===== src/rtl/tt_sweep_pkg.sv =====
// Shared types and sizing for the truth-table sweeper.
package tt_sweep_pkg;

    typedef enum logic [1:0] {
        IDLE,
        APPLY,
        DONE
    } tt_state_e;

    localparam int unsigned NUM_ROWS    = 8;
    localparam int unsigned ROW_W       = 3;
    localparam int unsigned TABLE_W     = 8;
    localparam int unsigned SYNC_STAGES = 2;
    localparam int unsigned CNT_W       = 8;

endpackage


===== src/rtl/tt_sync2.sv =====
// Two-flop synchronizer for the gate output; used only when TT_SYNC_EN is defined.
module tt_sync2
    import tt_sweep_pkg::*;
(
    input  logic clk,
    input  logic rst,
    input  logic d_i,
    output logic q_o
);

    logic [SYNC_STAGES-1:0] sync_q;

    always_ff @(posedge clk) begin
        if (rst) begin
            sync_q <= '0;
        end else begin
            sync_q <= {sync_q[SYNC_STAGES-2:0], d_i};
        end
    end

    assign q_o = sync_q[SYNC_STAGES-1];

endmodule


===== src/rtl/truth_table_sweeper.sv =====
// Sweeps a 3-input gate through all eight rows, captures its truth table and compares it
// against EXPECTED. Optional macro TT_SYNC_EN adds a two-flop synchronizer on dut_out.
module truth_table_sweeper
    import tt_sweep_pkg::*;
#(
    parameter int unsigned           SETTLE_CYCLES = 4,
    parameter logic [TABLE_W-1:0]    EXPECTED      = 8'hAB
) (
    input  logic               clk,
    input  logic               rst,
    input  logic               start,
    input  logic               dut_out,
    output logic               in1,
    output logic               in2,
    output logic               in3,
    output logic               busy,
    output logic               done,
    output logic [TABLE_W-1:0] table_out,
    output logic [TABLE_W-1:0] mismatch,
    output logic               pass
);

    logic sample_bit;

`ifdef TT_SYNC_EN
    // One extra counter bit so SETTLE_CYCLES=255 plus the synchronizer delay still fits.
    localparam int unsigned HOLD = SETTLE_CYCLES + SYNC_STAGES;
    localparam int unsigned CW   = CNT_W + 1;

    tt_sync2 u_sync (
        .clk (clk),
        .rst (rst),
        .d_i (dut_out),
        .q_o (sample_bit)
    );
`else
    localparam int unsigned HOLD = SETTLE_CYCLES;
    localparam int unsigned CW   = CNT_W;

    assign sample_bit = dut_out;
`endif

    localparam logic [CW-1:0]    LAST_CNT = CW'(HOLD - 1);
    localparam logic [ROW_W-1:0] LAST_ROW = ROW_W'(NUM_ROWS - 1);

    tt_state_e          state_q, state_d;
    logic [ROW_W-1:0]   row_q, row_d;
    logic [CW-1:0]      cnt_q, cnt_d;
    logic [TABLE_W-1:0] acc_q, acc_d;
    logic [TABLE_W-1:0] table_q, table_d;
    logic [TABLE_W-1:0] mismatch_q, mismatch_d;
    logic               pass_q, pass_d;
    logic [ROW_W-1:0]   bit_idx;

    always_ff @(posedge clk) begin
        if (rst) begin
            state_q    <= IDLE;
            row_q      <= '0;
            cnt_q      <= '0;
            acc_q      <= '0;
            table_q    <= '0;
            mismatch_q <= '0;
            pass_q     <= 1'b0;
        end else begin
            state_q    <= state_d;
            row_q      <= row_d;
            cnt_q      <= cnt_d;
            acc_q      <= acc_d;
            table_q    <= table_d;
            mismatch_q <= mismatch_d;
            pass_q     <= pass_d;
        end
    end

    always_comb begin
        state_d    = state_q;
        row_d      = row_q;
        cnt_d      = cnt_q;
        acc_d      = acc_q;
        table_d    = table_q;
        mismatch_d = mismatch_q;
        pass_d     = pass_q;
        bit_idx    = LAST_ROW - row_q;

        unique case (state_q)
            IDLE: begin
                if (start) begin
                    state_d    = APPLY;
                    row_d      = '0;
                    cnt_d      = '0;
                    acc_d      = '0;
                    table_d    = '0;
                    mismatch_d = '0;
                    pass_d     = 1'b0;
                end
            end
            APPLY: begin
                cnt_d = cnt_q + 1'b1;
                if (cnt_q == LAST_CNT) begin
                    // Row i lands in bit (7-i) so row 0 is the MSB of the reported code.
                    acc_d[bit_idx] = sample_bit;
                    cnt_d          = '0;
                    if (row_q == LAST_ROW) begin
                        state_d    = DONE;
                        table_d    = acc_d;
                        mismatch_d = acc_d ^ EXPECTED;
                        pass_d     = (acc_d == EXPECTED);
                    end else begin
                        row_d = row_q + 1'b1;
                    end
                end
            end
            DONE: begin
                state_d = IDLE;
            end
            default: begin
                state_d = IDLE;
            end
        endcase
    end

    assign busy            = (state_q == APPLY);
    assign done            = (state_q == DONE);
    assign {in1, in2, in3} = busy ? row_q : '0;
    assign table_out       = table_q;
    assign mismatch        = mismatch_q;
    assign pass            = pass_q;

endmodule


===== config.mk =====
export PLATFORM = sky130hd
export DESIGN_NAME = truth_table_sweeper
export DESIGN_NICKNAME = d
export VERILOG_FILES = /design/src/rtl/tt_sweep_pkg.sv /design/src/rtl/tt_sync2.sv /design/src/rtl/truth_table_sweeper.sv
export SDC_FILE = /design/constraint.sdc
export NUM_CORES = 1
export LEC_CHECK = 0
export ABC_AREA = 1
export CAP_MARGIN = 20
export CORE_MARGIN = 2
export CORE_UTILIZATION = 50
export DETAILED_ROUTE_END_ITERATION = 8
export PLACE_DENSITY = 0.77
export SYNTH_ARGS = -nofsm -noshare
export SYNTH_HDL_FRONTEND = slang
export SYNTH_HIERARCHICAL = 1
export SYNTH_SLANG_ARGS = --single-unit

===== constraint.sdc =====
create_clock -name clk -period 2.1 [get_ports clk]
set_input_delay 0.21 -clock clk [delete_from_list [all_inputs] [get_ports clk]]
set_output_delay 0.21 -clock clk [all_outputs]
set_load 0.1 [all_outputs]

==> out/qor.csv, run 1 <==
metric;value;unit
post-synth net total;256;
synth unique cells;30;
register area share after synthesis;38.59;%
Non-Filler Instances;321;
Peak Freq;0.5594;GHz
power per standard cell area;571.8;nW/µm²
status;finished, final reports clean;
Max-Cap Viols;0;
share of power burned in registers;55.9;%
total grt overflow;0;
final antenna-violating net count;0;
Switch Pwr;0.3694;mW
peak supply drop;0.3230;mV
Int Power;0.8476;mW
min Tclk post-route;1.788;ns
Antenna diodes;0;
Final Hold Fails;0;
final worst hold slack;0.4737;ns
setup TNS;0;ns
die extent in y;64.26;µm
vias in the first global route;1410;
Clock Latency Late Sink;0.35;ns
Data required, critical path;1.89;ns
first-pass GRT wire length;6472;µm
# rows;21;
vias per inst;5.053;
post-cts sizing count;0;
asr flop ratio synth;0;%
Hold Crit Class;flop to flop;
Die Area;4129;µm²
layout cells sized above 1;19.64;%
Worst Setup End Kind;output pin;
dpl hpwl;2841;µm
Slew headroom;72.70;%
multi-input logic area;923.4;µm²
routed length per instance;11.94;µm
Core Area;3416;µm²
max-slew violations;0;
Ports;26;
RSZ-0062 raised after global routing;no;
skew final;0.01374;ns
CTS clk-pin slew, worst paths;0.11;ns
Via Count;1622;
WS Path Type;flop to output pin;
Post-Syn Area per Cell;7.291;µm²
commonest non-fill, non-tap cell in the layout;nand2_1;
yosys warns;6;
Placed Area;2074;µm²
drt total wl;3833;µm
CTS Buffer Depth;2;
Comb pwr share;14.6;%
sw frac;30.35;%
drt pass-1 iters;4;
Sequential Area;700.7;µm²
filler cell count;337;
H-tree levels;2;
Worst EP arrival;1.58;ns
area delta synth->final;17.23;%
Chip Width;64.26;µm
Mapped Cells;249;
setup ws final;0.3123;ns
EDFF count, synth;0;
Worst Path Max Fanout;10;
pin count of the biggest net entering global routing;24;
CP Launch Type;flop;
Synth Flop Type;dfxtp_1;
pre-CTS setup slack;0.3881;ns
Initial Utilization;53.15;%
mapped cell area;1815;µm²
Layout Utilization;62.31;%
Setup Fix Bufs, Post-CTS;0;
FF+latch count, synth;35;
Final #Nets;281;
total power;1.217;mW
clk root buf;clkbuf_4;
TritonCTS Buffers;5;
Leak;0.9369;nW
Final Cell Area;2128;µm²
power share of the clock group;29.5;%
Final setup viols;0;
Residual DRC;0;
period utilization;85.13;%
most frequent cells in the layout;nand2_1 (64), nand3_1 (37), dfxtp_1 (35);
initial antenna violation count;0;
port bufs;25;
CTS tree;yes;
slew at the pin closest to its max-slew limit;0.4053;ns
gpl congestion;0.8647;
Inst Count DP;313;
Post-CTS Hold Fix Bufs;0;
drt initial violations;86;
CTS Sinks;35;
GRT Total Usage;20.48;%
==> worst max-delay path: stages (launching register included) <==
cell and delay, ns:
dfxtp_1 0.36, buf_4 0.16, clkinv_1 0.27, nor2_2 0.25, buf_12 0.19
==> cells by family (layout without fill, tap and decap cells) <==
logic type,after synthesis,count (layout),share of synthesized area (%)
and+or+nand+nor,145,145,40.32
buffers and inverters,40,66,10.68
AOI/OAI and AO/OA,24,24,7.374
DFF,35,35,38.59
xor gates and xnor gates,2,2,0.9650
adders and majority gates,3,3,2.068
==> synth_stat cells (3+ instances only) <==
cell type | instances | area share, %
nand2_1 | 64 | 13
nand3_1 | 37 | 10
dfxtp_1 | 35 | 39
inv_1 | 24 | 5.0
nor2_1 | 18 | 3.7
o21ai_0 | 11 | 3.0
a21oi_1 | 10 | 2.8
nand4_1 | 8 | 2.8
buf_4 | 5 | 2.1
buf_2 | 4 | 1.1
nand2_4 | 4 | 2.5
ha_1 | 3 | 2.1
nand2_2 | 3 | 1.0
==> layout make-up <==
cell class	count	area share [%]
Timing Repair Buffer	30	13.29
Clock buffer	6	1.940
Multi-Input combinational cell	174	43.39
Clock inverter	2	0.5879
Tap cell	46	2.704
Inverter	28	5.173
Sequential cell	35	32.92
==> power groups by stage <==
stage	clock network, mW	logic (mW)	registers [mW]
floorplan	0	0.128	0.708
finish	0.359	0.178	0.680
CTS	0.377	0.178	0.680
global placement	0	0.177	0.695
detailed placement	0	0.178	0.696
global route	0.398	0.190	0.682
==> registers in the layout (all words and copies together) (netlist names) <==
register / count
acc_q: 8
cnt_q: 8
mismatch: 5
pass: 1
row_q: 3
state_q: 2
table_out: 8
==> path summary, 6_finish.rpt <==
kind / cells past startpoint / slack [ns] / start / to
hold reg to reg: 2 / 0.47 / table_out[1] / table_out[1]
hold / removal: 2 / 0.47 / table_out[1] / table_out[1]
setup / recovery: 4 / 0.31 / row_q[0] / in3
setup reg to reg: 9 / 0.45 / cnt_q[1] / pass
==> layer usage <==
metal	vias to the layer above	GRT usage [%]	part of all wire, %
met5	-	0	0
met4	0	9.574	2.0
met3	6	5.810	5.3
met2	37	30.21	42
met1	722	27.51	50
li1	857	-	-
(Power assumes the default switching activity.)
==> run 2: changes to the inputs <==
Settings changed: CORE_MARGIN 2 to 5.
==> out/qor.csv, run 2 (synthesis gave the netlist of run 1 again) <==
metric;value;unit;change
skew final;0.002656;ns;was 0.01374 ns
Ports;26;;unchanged
commonest non-fill, non-tap cell in the layout;nand2_1;;unchanged
power share of the clock group;28.6;%;was 29.5%
Die Area;4936;µm²;was 4129 µm²
RSZ-0062 raised after global routing;no;;unchanged
vias in the first global route;1546;;was 1410
Leak;0.9379;nW;was 0.9369 nW
Reg-to-Reg Start;cnt_q[1];;unchanged
setup ws final;0.3481;ns;was 0.3123 ns
total grt overflow;0;;unchanged
Peak Freq;0.5708;GHz;was 0.5594 GHz
Int Power;0.8488;mW;was 0.8476 mW
Worst Hold Depth;2;;unchanged
Max-Cap Viols;0;;unchanged
Final #Nets;281;;unchanged
Antenna diodes;0;;unchanged
RR Endpoint;pass;;unchanged
drt pass-1 iters;4;;unchanged
area delta synth->final;17.02;%;was 17.23%
Core Area;3416;µm²;unchanged
initial antenna violation count;0;;unchanged
first-pass GRT wire length;6941;µm;was 6472 µm
# rows;21;;unchanged
min Tclk post-route;1.752;ns;was 1.788 ns
WS Path Type;flop to output pin;;unchanged
drt total wl;3913;µm;was 3833 µm
Via Count;1608;;was 1622
Residual DRC;0;;unchanged
Sequential Area;700.7;µm²;unchanged
slew at the pin closest to its max-slew limit;0.3968;ns;was 0.4053 ns
GRT Total Usage;17.36;%;was 20.48%
die extent in y;70.26;µm;was 64.26 µm
Comb pwr share;14.8;%;was 14.6%
routed length per instance;12.19;µm;was 11.94 µm
CTS Sinks;35;;unchanged
drt initial violations;110;;was 86
pre-CTS setup slack;0.3986;ns;was 0.3881 ns
most frequent cells in the layout;nand2_1 (64), nand3_1 (37), dfxtp_1 (35);;unchanged
Final setup viols;0;;unchanged
vias per inst;5.009;;was 5.053
multi-input logic area;923.4;µm²;unchanged
layout cells sized above 1;19.27;%;was 19.64%
sw frac;29.23;%;was 30.35%
worst reg2reg path depth;9;;unchanged
clk root buf;clkbuf_4;;unchanged
TritonCTS Buffers;5;;unchanged
Worst Setup End Kind;output pin;;unchanged
port bufs;25;;unchanged
pin count of the biggest net entering global routing;24;;unchanged
Hold Crit Class;flop to flop;;unchanged
power per standard cell area;564.5;nW/µm²;was 571.8 nW/µm²
Worst EP arrival;1.54;ns;was 1.58 ns
Worst Hold Path EP;acc_q[3];;was table_out[1]
status;finished, final reports clean;;unchanged
Clock Latency Late Sink;0.33;ns;was 0.35 ns
Chip Width;70.26;µm;was 64.26 µm
CTS tree;yes;;unchanged
final antenna-violating net count;0;;unchanged
Slew headroom;73.27;%;was 72.70%
gpl congestion;0.8708;;was 0.8647
share of power burned in registers;56.7;%;was 55.9%
max-slew violations;0;;unchanged
setup TNS;0;ns;unchanged
CTS clk-pin slew, worst paths;0.10;ns;was 0.11 ns
filler cell count;323;;was 337
Initial Utilization;53.15;%;unchanged
peak supply drop;0.3933;mV;was 0.3230 mV
dpl hpwl;3041;µm;was 2841 µm
period utilization;83.42;%;was 85.13%
Worst Path Max Fanout;10;;unchanged
total power;1.199;mW;was 1.217 mW
CP Launch Type;flop;;unchanged
Final Hold Fails;0;;unchanged
H-tree levels;2;;unchanged
Post-CTS Hold Fix Bufs;0;;unchanged
Switch Pwr;0.3505;mW;was 0.3694 mW
Hold Crit Start;acc_q[3];;was table_out[1]
Setup Fix Bufs, Post-CTS;0;;unchanged
CTS Buffer Depth;2;;unchanged
FF-to-FF setup slack;0.51;ns;was 0.45 ns
Data required, critical path;1.89;ns;about the same
post-cts sizing count;0;;unchanged
==> run 2: cell count changes in the layout (fill, tap and decap cells not counted) <==
cell / delta
clkbuf_1: +1
clkinvlp_4: -1
==> run 2: per-stage QoR <==
step                      instance area [µm²]  cells  hold WS [ns]  utilization [%]
after global placement                   2074    313        0.4516            60.73
after floorplan                          1818    249        0.4215                -
after CTS                                2125    321        0.4744            62.20
after global routing                     2125    321        0.4930            62.20
final                                    2125    321        0.4723            62.20
after detailed placement                 2074    313        0.4597            60.73
==> run 2: worst max path at each step <==
stage | start | to | slack, ns | cells after the start
4_1_cts | row_q[0] | in3 | 0.35 | 4
2_1_floorplan | state_q[0] | in1 | 0.04 | 2
6_report | row_q[0] | in3 | 0.35 | 4
3_3_place_gp | dut_out | pass | 0.43 | 7
5_1_grt | row_q[0] | in3 | 0.25 | 4
3_5_place_dp | dut_out | pass | 0.40 | 7
==> run 2: final cells by class <==
cell class / instances / share of cell area, %
timing repair buffer: 30 / 13.31
sequential: 35 / 32.98
multi-input combinational: 174 / 43.46
clock buffer: 7 / 2.120
inverter: 28 / 5.183
clock inverter: 1 / 0.2356
tap: 46 / 2.709
==> run 2: critical path: stages (launching register included) <==
cell	delay (ns)
dfxtp_1	0.34
buf_4	0.16
clkinv_1	0.27
nor2_2	0.24
buf_12	0.19
==> run 2: power by group through the flow <==
stage | Combinational [mW] | Clock (mW) | Sequential (mW)
floorplan | 0.128 | 0 | 0.708
global placement | 0.178 | 0 | 0.695
detailed placement | 0.178 | 0 | 0.695
CTS | 0.178 | 0.358 | 0.680
global route | 0.191 | 0.386 | 0.682
finish | 0.177 | 0.343 | 0.680
==> run 2: layer usage <==
metal	track usage [%]	share of wire, %
met1	22.28	47
met4	8.511	1.6
met3	4.017	5.1
met5	0	0
met2	27.13	47
==> run 3: changes to the inputs <==
Settings changed: CORE_UTILIZATION 50 to 48.
Clock period 2.1 ns to 1.45 ns, I/O delays scaled along.
==> out/qor.csv, run 3 (synthesis gave the netlist of run 1 again) <==
metric;value;unit;change
status;complete, but fails checks;;was finished, final reports clean
failing checks;negative setup slack;;
Crit path top cell by count;inv_1;;
slowest stage delay, CP;0.38;ns;was 0.34 ns
Slew headroom;75.22;%;was 73.27%
CP Cell Sequence;inv_1 > nand2_1 > nor2_4 > nand2_4 > buf_4 > inv_1 > nand4_1 > a21oi_1;;was buf_4 > clkinv_1 > nor2_2 > buf_12
drt total wl;6622;µm;was 3913 µm
Post-CTS Hold Fix Bufs;0;;unchanged
worst path buffer plus inverter count;3;;unchanged
final antenna-violating net count;0;;unchanged
CTS tree;yes;;unchanged
filler cell count;192;;was 323
pin count of the biggest net entering global routing;15;;was 24
first-pass GRT wire length;8093;µm;was 6941 µm
peak supply drop;0.7367;mV;was 0.3933 mV
slew at the pin closest to its max-slew limit;0.3708;ns;was 0.3968 ns
Final #Nets;313;;was 281
Core Area;3661;µm²;was 3416 µm²
setup ws final;-0.08158;ns;was 0.3481 ns
drt pass-1 iters;7;;was 4
max-slew violations;0;;unchanged
Max-Cap Viols;0;;unchanged
Final Hold Fails;0;;unchanged
CTS Buffer Depth;2;;unchanged
skew final;0.01014;ns;was 0.002656 ns
RSZ-0062 raised after global routing;yes;;was no
CTS clk-pin slew, worst paths;0.07;ns;was 0.10 ns
vias per inst;5.746;;was 5.009
Hold Crit Class;flop to flop;;unchanged
Die Area;5112;µm²;was 4936 µm²
clk root buf;clkbuf_8;;was clkbuf_4
initial antenna violation count;0;;unchanged
power per standard cell area;746.1;nW/µm²;was 564.5 nW/µm²
drt initial violations;370;;was 110
setup TNS;-0.9192;ns;was 0 ns
area delta synth->final;62.37;%;was 17.02%
Worst Path Max Fanout;5;;was 10
total power;2.199;mW;was 1.199 mW
CP Launch Type;flop;;unchanged
die extent in y;71.50;µm;was 70.26 µm
min Tclk post-route;1.532;ns;
Leak;1.204;nW;was 0.9379 nW
commonest non-fill, non-tap cell in the layout;nand2_1;;unchanged
routed length per instance;18.65;µm;was 12.19 µm
final worst hold slack;0.4840;ns;was 0.4723 ns
port bufs;25;;unchanged
gpl congestion;0.9227;;was 0.8708
CP delay by family, top;simple AND/OR/NAND/NOR gates;;was buffers and inverters
layout cells sized above 1;44.63;%;was 19.27%
Slowest-stage cell, CP;dfxtp_1;;unchanged
Chip Width;71.50;µm;was 70.26 µm
Via Count;2040;;was 1608
H-tree levels;2;;unchanged
Initial Utilization;49.59;%;was 53.15%
vias in the first global route;1753;;was 1546
period utilization;105.6;%;
TritonCTS Buffers;5;;unchanged
Data required, critical path;1.66;ns;was 1.89 ns
GRT Total Usage;20.22;%;was 17.36%
total grt overflow;0;;unchanged
Worst Setup End Kind;flop;;was output pin
Ports;26;;unchanged
most frequent cells in the layout;nand2_1 (52), buf_4 (30), dfxtp_1 (25);;was nand2_1 (64), nand3_1 (37), dfxtp_1 (35)
WS Path Type;flop to flop;;was flop to output pin
dpl hpwl;3380;µm;was 3041 µm
Antenna diodes;0;;unchanged
Final setup viols;17;;was 0
Peak Freq;0.6529;GHz;
CTS Sinks;35;;unchanged
Residual DRC;0;;unchanged
Layout Utilization;80.52;%;was 62.20%
# rows;22;;was 21
Clock Latency Late Sink;0.30;ns;was 0.33 ns
Worst EP arrival;1.74;ns;was 1.54 ns
[run 3: power by group]
part	switching, mW	internal [mW]	leakage [nW]
Sequential	0.0173	0.971	0.288
Combinational	0.252	0.152	0.865
Clock	0.373	0.434	0.0515
Total	0.642	1.56	1.20
[run 3: worst reg2reg max path, stage by stage (launching register included)]
cell and delay [ns]:
dfxtp_1 0.38, inv_1 0.09, nand2_1 0.08, nor2_4 0.15, nand2_4 0.10, buf_4 0.15
inv_1 0.14, nand4_1 0.15, a21oi_1 0.22
[run 3: what timing repair did]
action                     CTS  global route
pin swaps                    0            20
gates resized for setup     11            54
gates cloned                 1             1
setup buffers                0            11
setup endpoints to repair    9            28
[run 3: area by class of cell]
type	count	area (µm²)	share of cell area [%]
multi-input cells	175	1151	39.05
repair buffers	61	794.5	26.95
clock buffers	8	100.1	3.396
flip-flops and latches	35	718.2	24.36
well taps	48	60.06	2.037
inverters	28	123.9	4.202
[run 3: worst paths after layout]
path                            startpoint        to  slack [ns]  depth (start not counted)
worst min register to register    cnt_q[7]  cnt_q[7]        0.48                          2
worst max register to register    cnt_q[3]  row_q[2]       -0.08                          8
worst max-delay path              cnt_q[3]  row_q[2]       -0.08                          8
worst min-delay path              cnt_q[7]  cnt_q[7]        0.48                          2
[run 3: per-stage QoR]
| step | instance area (µm²) | setup WS, ns | std cells |
|---|---|---|---|
| after floorplan | 1846 | -0.1900 | 249 |
| after global placement | 2485 | 0.03858 | 334 |
| after detailed placement | 2485 | 0.003938 | 334 |
| after CTS | 2636 | -0.01119 | 343 |
| after global routing | 2948 | -0.1877 | 355 |
| final | 2948 | -0.08158 | 355 |
[run 3: metal layers]
layer / track usage (%) / share of wire (%) / vias to the layer above
li1: - / - / 925
met1: 21.94 / 36 / 941
met2: 35.20 / 50 / 135
met3: 4.208 / 8.7 / 39
met4: 13.36 / 5.2 / 0
met5: 0 / 0 / -
